--- config.mk ---
export PLATFORM = sky130hd
export DESIGN_NAME = serial_sub
export DESIGN_NICKNAME = d
export VERILOG_FILES = /design/src/rtl/serial_sub_pkg.sv /design/src/rtl/serial_sub_fs_nand.sv /design/src/rtl/serial_sub.sv
export SDC_FILE = /design/constraint.sdc
export NUM_CORES = 1
export LEC_CHECK = 0
export CAP_MARGIN = 20
export CELL_PAD_IN_SITES_DETAIL_PLACEMENT = 0
export CELL_PAD_IN_SITES_GLOBAL_PLACEMENT = 1
export CORE_MARGIN = 1
export CORE_UTILIZATION = 35
export CTS_BUF_LIST = sky130_fd_sc_hd__clkbuf_2 sky130_fd_sc_hd__clkbuf_4 sky130_fd_sc_hd__clkbuf_8
export DETAILED_ROUTE_END_ITERATION = 7
export PLACE_DENSITY = 0.76
export SETUP_SLACK_MARGIN = 0.02
export SKIP_LAST_GASP = 1
export SLEW_MARGIN = 40
export SYNTH_ARGS = -nofsm -noshare
export SYNTH_HDL_FRONTEND = slang
export SYNTH_SLANG_ARGS = --single-unit
--- constraint.sdc ---
create_clock -name clk -period 2.64 [get_ports clk]
set_input_delay 0.528 -clock clk [delete_from_list [all_inputs] [get_ports clk]]
set_output_delay 0.528 -clock clk [all_outputs]
set_load 0.02 [all_outputs]
--- src/rtl/serial_sub_pkg.sv ---
// serial_sub_pkg: state encoding and default width shared by the serial subtractor.
package serial_sub_pkg;
    localparam int SERIAL_SUB_N_DEF = 8;
    typedef enum logic [1:0] {
        IDLE = 2'd0,
        RUN  = 2'd1,
        DONE = 2'd2
    } state_e;
endpackage

--- src/rtl/serial_sub_fs_nand.sv ---
// fs_nand: one-bit full subtractor (a - b - bin) built only from NAND gates.
module fs_nand (
    input  logic a,
    input  logic b,
    input  logic bin,
    output logic diff,
    output logic bout
);
    logic n1, n2, n3, x, m1, m2, m3, na, nx, p, q;
    // x = a ^ b, diff = x ^ bin, bout = (~a & b) | (~x & bin)
    nand g1 (n1, a, b);
    nand g2 (n2, a, n1);
    nand g3 (n3, b, n1);
    nand g4 (x, n2, n3);
    nand g5 (m1, x, bin);
    nand g6 (m2, x, m1);
    nand g7 (m3, bin, m1);
    nand g8 (diff, m2, m3);
    nand g9 (na, a, a);
    nand g10 (p, na, b);
    nand g11 (nx, x, x);
    nand g12 (q, nx, bin);
    nand g13 (bout, p, q);
endmodule

--- src/rtl/serial_sub.sv ---
// serial_sub: bit-serial N-bit subtractor computing a - b - bin LSB first over N cycles.
// Defining SERIAL_SUB_OVF_EN adds the registered signed-overflow output ovf.
module serial_sub
    import serial_sub_pkg::*;
#(
    parameter int N = SERIAL_SUB_N_DEF
) (
    input  logic         clk,
    input  logic         rst,
    input  logic         start,
    input  logic [N-1:0] a,
    input  logic [N-1:0] b,
    input  logic         bin,
    output logic         busy,
    output logic         done,
    output logic [N-1:0] diff,
    output logic         bout
`ifdef SERIAL_SUB_OVF_EN
    ,
    output logic         ovf
`endif
);
    localparam int CW = $clog2(N);
    state_e        state_q, state_d;
    logic [N-1:0]  a_q, a_d, b_q, b_d, diff_q, diff_d;
    logic [CW-1:0] cnt_q, cnt_d;
    logic          br_q, br_d, bout_q, bout_d, d_bit, b_bit, last;
`ifdef SERIAL_SUB_OVF_EN
    logic          sa_q, sa_d, sb_q, sb_d, ovf_q, ovf_d;
`endif
    fs_nand u_fs (.a(a_q[0]), .b(b_q[0]), .bin(br_q), .diff(d_bit), .bout(b_bit));
    assign last = cnt_q == CW'(N - 1);
    always_comb begin
        state_d = state_q;
        a_d     = a_q;
        b_d     = b_q;
        br_d    = br_q;
        cnt_d   = cnt_q;
        diff_d  = diff_q;
        bout_d  = bout_q;
`ifdef SERIAL_SUB_OVF_EN
        sa_d    = sa_q;
        sb_d    = sb_q;
        ovf_d   = ovf_q;
`endif
        if (state_q == IDLE && start) begin
            state_d = RUN;
            a_d     = a;
            b_d     = b;
            br_d    = bin;
            cnt_d   = '0;
            diff_d  = '0;
`ifdef SERIAL_SUB_OVF_EN
            sa_d    = a[N-1];
            sb_d    = b[N-1];
`endif
        end else if (state_q == RUN) begin
            state_d = last ? DONE : RUN;
            a_d     = a_q >> 1;
            b_d     = b_q >> 1;
            br_d    = b_bit;
            cnt_d   = cnt_q + 1'b1;
            diff_d  = {d_bit, diff_q[N-1:1]};
            bout_d  = last ? b_bit : bout_q;
`ifdef SERIAL_SUB_OVF_EN
            // d_bit on the last cycle is the sign bit of the finished difference
            ovf_d   = last ? ((sa_q != sb_q) && (d_bit != sa_q)) : ovf_q;
`endif
        end else if (state_q == DONE) begin
            state_d = IDLE;
        end
    end
    always_ff @(posedge clk) begin
        if (rst) begin
            state_q <= IDLE;
            a_q     <= '0;
            b_q     <= '0;
            br_q    <= 1'b0;
            cnt_q   <= '0;
            diff_q  <= '0;
            bout_q  <= 1'b0;
`ifdef SERIAL_SUB_OVF_EN
            sa_q    <= 1'b0;
            sb_q    <= 1'b0;
            ovf_q   <= 1'b0;
`endif
        end else begin
            state_q <= state_d;
            a_q     <= a_d;
            b_q     <= b_d;
            br_q    <= br_d;
            cnt_q   <= cnt_d;
            diff_q  <= diff_d;
            bout_q  <= bout_d;
`ifdef SERIAL_SUB_OVF_EN
            sa_q    <= sa_d;
            sb_q    <= sb_d;
            ovf_q   <= ovf_d;
`endif
        end
    end
    assign busy = state_q != IDLE;
    assign done = state_q == DONE;
    assign diff = diff_q;
    assign bout = bout_q;
`ifdef SERIAL_SUB_OVF_EN
    assign ovf  = ovf_q;
`endif
endmodule

==> metrics.csv <==
stage;metric;value;unit
final_layout;Antenna diodes;0;
route;Iter 0 DRT Violations;21;
cts;CTS tree;done;
worst_setup_path;crit start category;flop;
sta;hold_ws;485;ps
worst_setup_path;WS Path Type;reg2out;
hold_path;worst hold path depth;2;
sta;Final Critical Period;2100;ps
sta;Max Slew Vio Count;0;
synthesis;top_reg_cell synth;dfxtp_1;
route;routed vias/inst;4.69;
final_layout;P&R area growth vs syn;30.6;%
cts;Clock Sinks;31;
cts;Skew-Pair Late Insertion Delay;270;ps
floorplanning;row cnt;22;
floorplanning;IO Count;31;
power_and_ir_drop;PwrDens;638;nW/µm²
place;pre-CTS setup slack;604;ps
sta;FMAX;0.476;GHz
route;Pre-antenna DRT Iters;4;
sta;Worst Skew;3.78;ps
sta;final-report setup violation count;0;
cts;Post-CTS Setup Bufs;0;
synthesis;area leader, netlist;dfxtp_1;
final_layout;Final #Nets;195;
synthesis;Mapped Cells;139;
synthesis;Yosys top cell area share;45.2;%
worst_setup_path;most frequent CP cell;inv_1;
power_and_ir_drop;Final Power;1140;µW
floorplanning;Initial Util;36.9;%
power_and_ir_drop;switching portion of total power;22.6;%
worst_setup_path;crit-path max FO;3;
route;Routed Antenna Nets;0;
worst_setup_path;CP peak stage delay;590;ps
final_layout;Fillers;382;
power_and_ir_drop;combinational share of power;14.0;%
route;total number of vias;1023;
worst_setup_path;Worst path slowest cell;clkdlybuf4s50_1;
synthesis;number of library cell types mapped by synthesis;24;
synthesis;Post-synth ARST share;0;%
sta;Final Hold Vio Count;0;
route;DRT Wirelength;2550;µm
synthesis;Post-Syn Area;1370;µm²
power_and_ir_drop;P_int;885;µW
global_route;first-pass GRT wire length;4370;µm
cts;CTS max path bufs;2;
synthesis;register area share after synthesis;45.2;%
place;DP Wirelength;1800;µm
power_and_ir_drop;Sw Pwr;259;µW
hold_path;Worst Hold End;b_q[7];
job;max_cap viols;0;
floorplanning;Core ar.;3720;µm²
power_and_ir_drop;static leakage;0.000706;µW
worst_setup_path;sequence of cells on the critical path;inv_1 > ha_1 > inv_1 > clkdlybuf4s50_1;
status;status;finished, final reports clean;
synthesis;Synth Register Bits;31;
global_route;all-layer global routing usage;13.9;%
synthesis;Area contributors post-synth;dfxtp_1, mux2i_1, a211oi_1;
cts;cts bufs inserted;5;
global_route;initial antenna violation count;0;
final_layout;Non-Filler Instances;218;
worst_setup_path;reg2reg path depth;6;
cts;H-tree levels;2;
worst_setup_path;reg-to-reg endpoint;b_q[2];
cts;Clock transition at path regs;60;ps
power_and_ir_drop;Seq pwr share;44.9;%
cts;clock root buffer;clkbuf_8;
synthesis;synthesis warning total;0;
synthesis;synthesized net count;165;
power_and_ir_drop;peak supply drop;244;µV
floorplanning;Die Wd;64.6;µm
floorplanning;Die Area;4180;µm²
sta;worst slew pin tran;505;ps
worst_setup_path;CP Capture Type;output pin;
sta;Slew HR;66.3;%
worst_setup_path;Critical Path RT;2110;ps
synthesis;number of synthesized flops with an enable pin;0;
global_route;GRT overflow;0;
worst_setup_path;reg-to-reg startpoint;state_q[0];
power_and_ir_drop;Clk network pwr share;41.1;%
synthesis;most numerous cell in the Yosys netlist;dfxtp_1;
place;GPL Wtd Cong;0.696;
global_route;largest net degree at the start of global routing;34;
synthesis;average size of a mapped cell;9.87;µm²
sta;post-route setup slack;539;ps
sta;Setup TNS;0;ps
floorplanning;Die Y;64.6;µm
worst_setup_path;R2R Setup Slk;940;ps
cts;post-cts resize count;0;
worst_setup_path;CP arrival;1570;ps
sta;RSZ-0062 raised after global routing;false;
route;DRC errors left;0;
sta;Tcrit/Tclk final;79.6;%
cts;Post-CTS Hold Fix Bufs;0;
place;placed cells;210;
hold_path;Worst Hold Class;reg2reg;
hold_path;hold_sp;b_q[7];
global_route;vias in the first global route;1000;
synthesis;top cells by count, synth;dfxtp_1, nor2_1, mux2i_1;
route;routed wire length per instance;11.7;µm
final_layout;share of cells above drive strength 1;6.47;%
worst_setup_path;CP top delay family;buffers and inverters;
place;input/output buffers;30;
worst_setup_path;Worst Path Buf+Inv;3;
[cell usage in the layout (no fill, tap or decap), types with 2 or more instances in the layout]
cell | synthesis | routed
clkbuf_8 | 0 | 6
buf_4 | 2 | 3
inv_1 | 5 | 5
a211oi_1 | 15 | 15
o21ai_0 | 2 | 2
dfxtp_1 | 31 | 31
nand3b_1 | 2 | 2
ha_1 | 5 | 5
clkdlybuf4s50_1 | 0 | 30
nor2b_1 | 2 | 2
mux2i_1 | 24 | 24
nor2_1 | 26 | 26
nand2_1 | 6 | 6
a21oi_1 | 4 | 4
[routing by layer]
metal,GRT usage [%],vias to the layer above,share of wire [%],wire [µm]
met4,8.33,0,1.7,44
met5,0,-,0,0
li1,-,540,-,-
met3,3.70,4,3.0,76
met1,15.0,463,45,1140
met2,24.3,16,51,1290
[worst max path at each step]
| stage | start | cells past startpoint | to | slack, ps |
|---|---|---|---|---|
| global route | state_q[0] | 4 | busy | 450 |
| floorplan | state_q[0] | 3 | busy | 1390 |
| CTS | state_q[0] | 4 | busy | 520 |
| detailed placement | start | 4 | diff[6] | 600 |
| finish | state_q[0] | 4 | busy | 540 |
| global placement | start | 5 | b_q[0] | 650 |
[power by group through the flow]
stage	Sequential [µW]	Clock, µW	Combinational (µW)
global route	517	511	178
global placement	522	0	158
floorplan	521	0	120
CTS	513	485	163
detailed placement	524	0	162
finish	513	470	160
[logic make-up (layout without fill, tap and decap cells)]
| kind of cell | count (synthesis) | in the layout | synth area share, % |
|---|---|---|---|
| AND/OR/NAND/NOR | 39 | 39 | 12.0 |
| flip-flops | 31 | 31 | 45.2 |
| multiplexers | 24 | 24 | 17.5 |
| AO/OA/AOI/OAI | 23 | 23 | 11.4 |
| buffers and inverters | 15 | 46 | 7.20 |
| adder cells (fa/ha/maj) | 6 | 6 | 6.02 |
| XOR/XNOR | 1 | 1 | 0.638 |
[state kept, by name, indices dropped and copies added (netlist names)]
| signal | count |
|---|---|
| a_q | 8 |
| state_q | 2 |
| diff | 8 |
| cnt_q | 3 |
| bout | 1 |
| b_q | 8 |
| br_q | 1 |
[metrics by stage]
stage	util [%]	instance area, µm²
after floorplan	-	1370
after global placement	45.1	1680
after detailed placement	45.1	1680
after CTS	48.2	1790
after global routing	48.2	1790
final	48.2	1790
[cell type report]
class | instances | area (µm²) | area share [%]
sequential | 31 | 621 | 34.6
inverter | 5 | 18.8 | 1.05
clock inverter | 2 | 35.0 | 1.95
multi-input combinational | 93 | 653 | 36.4
tap | 48 | 60.1 | 3.35
clock buffer | 6 | 82.6 | 4.61
timing repair buffer | 33 | 323 | 18.0
[worst reg2reg max path, cell delays in order, from the launching register on]
cell and delay [ps]:
dfxtp_1 350, inv_1 70, ha_1 230, nand2_1 390, buf_4 310, nor2_1 60, a211oi_1 200
Note: power is estimated with default switching activity, not from simulation.
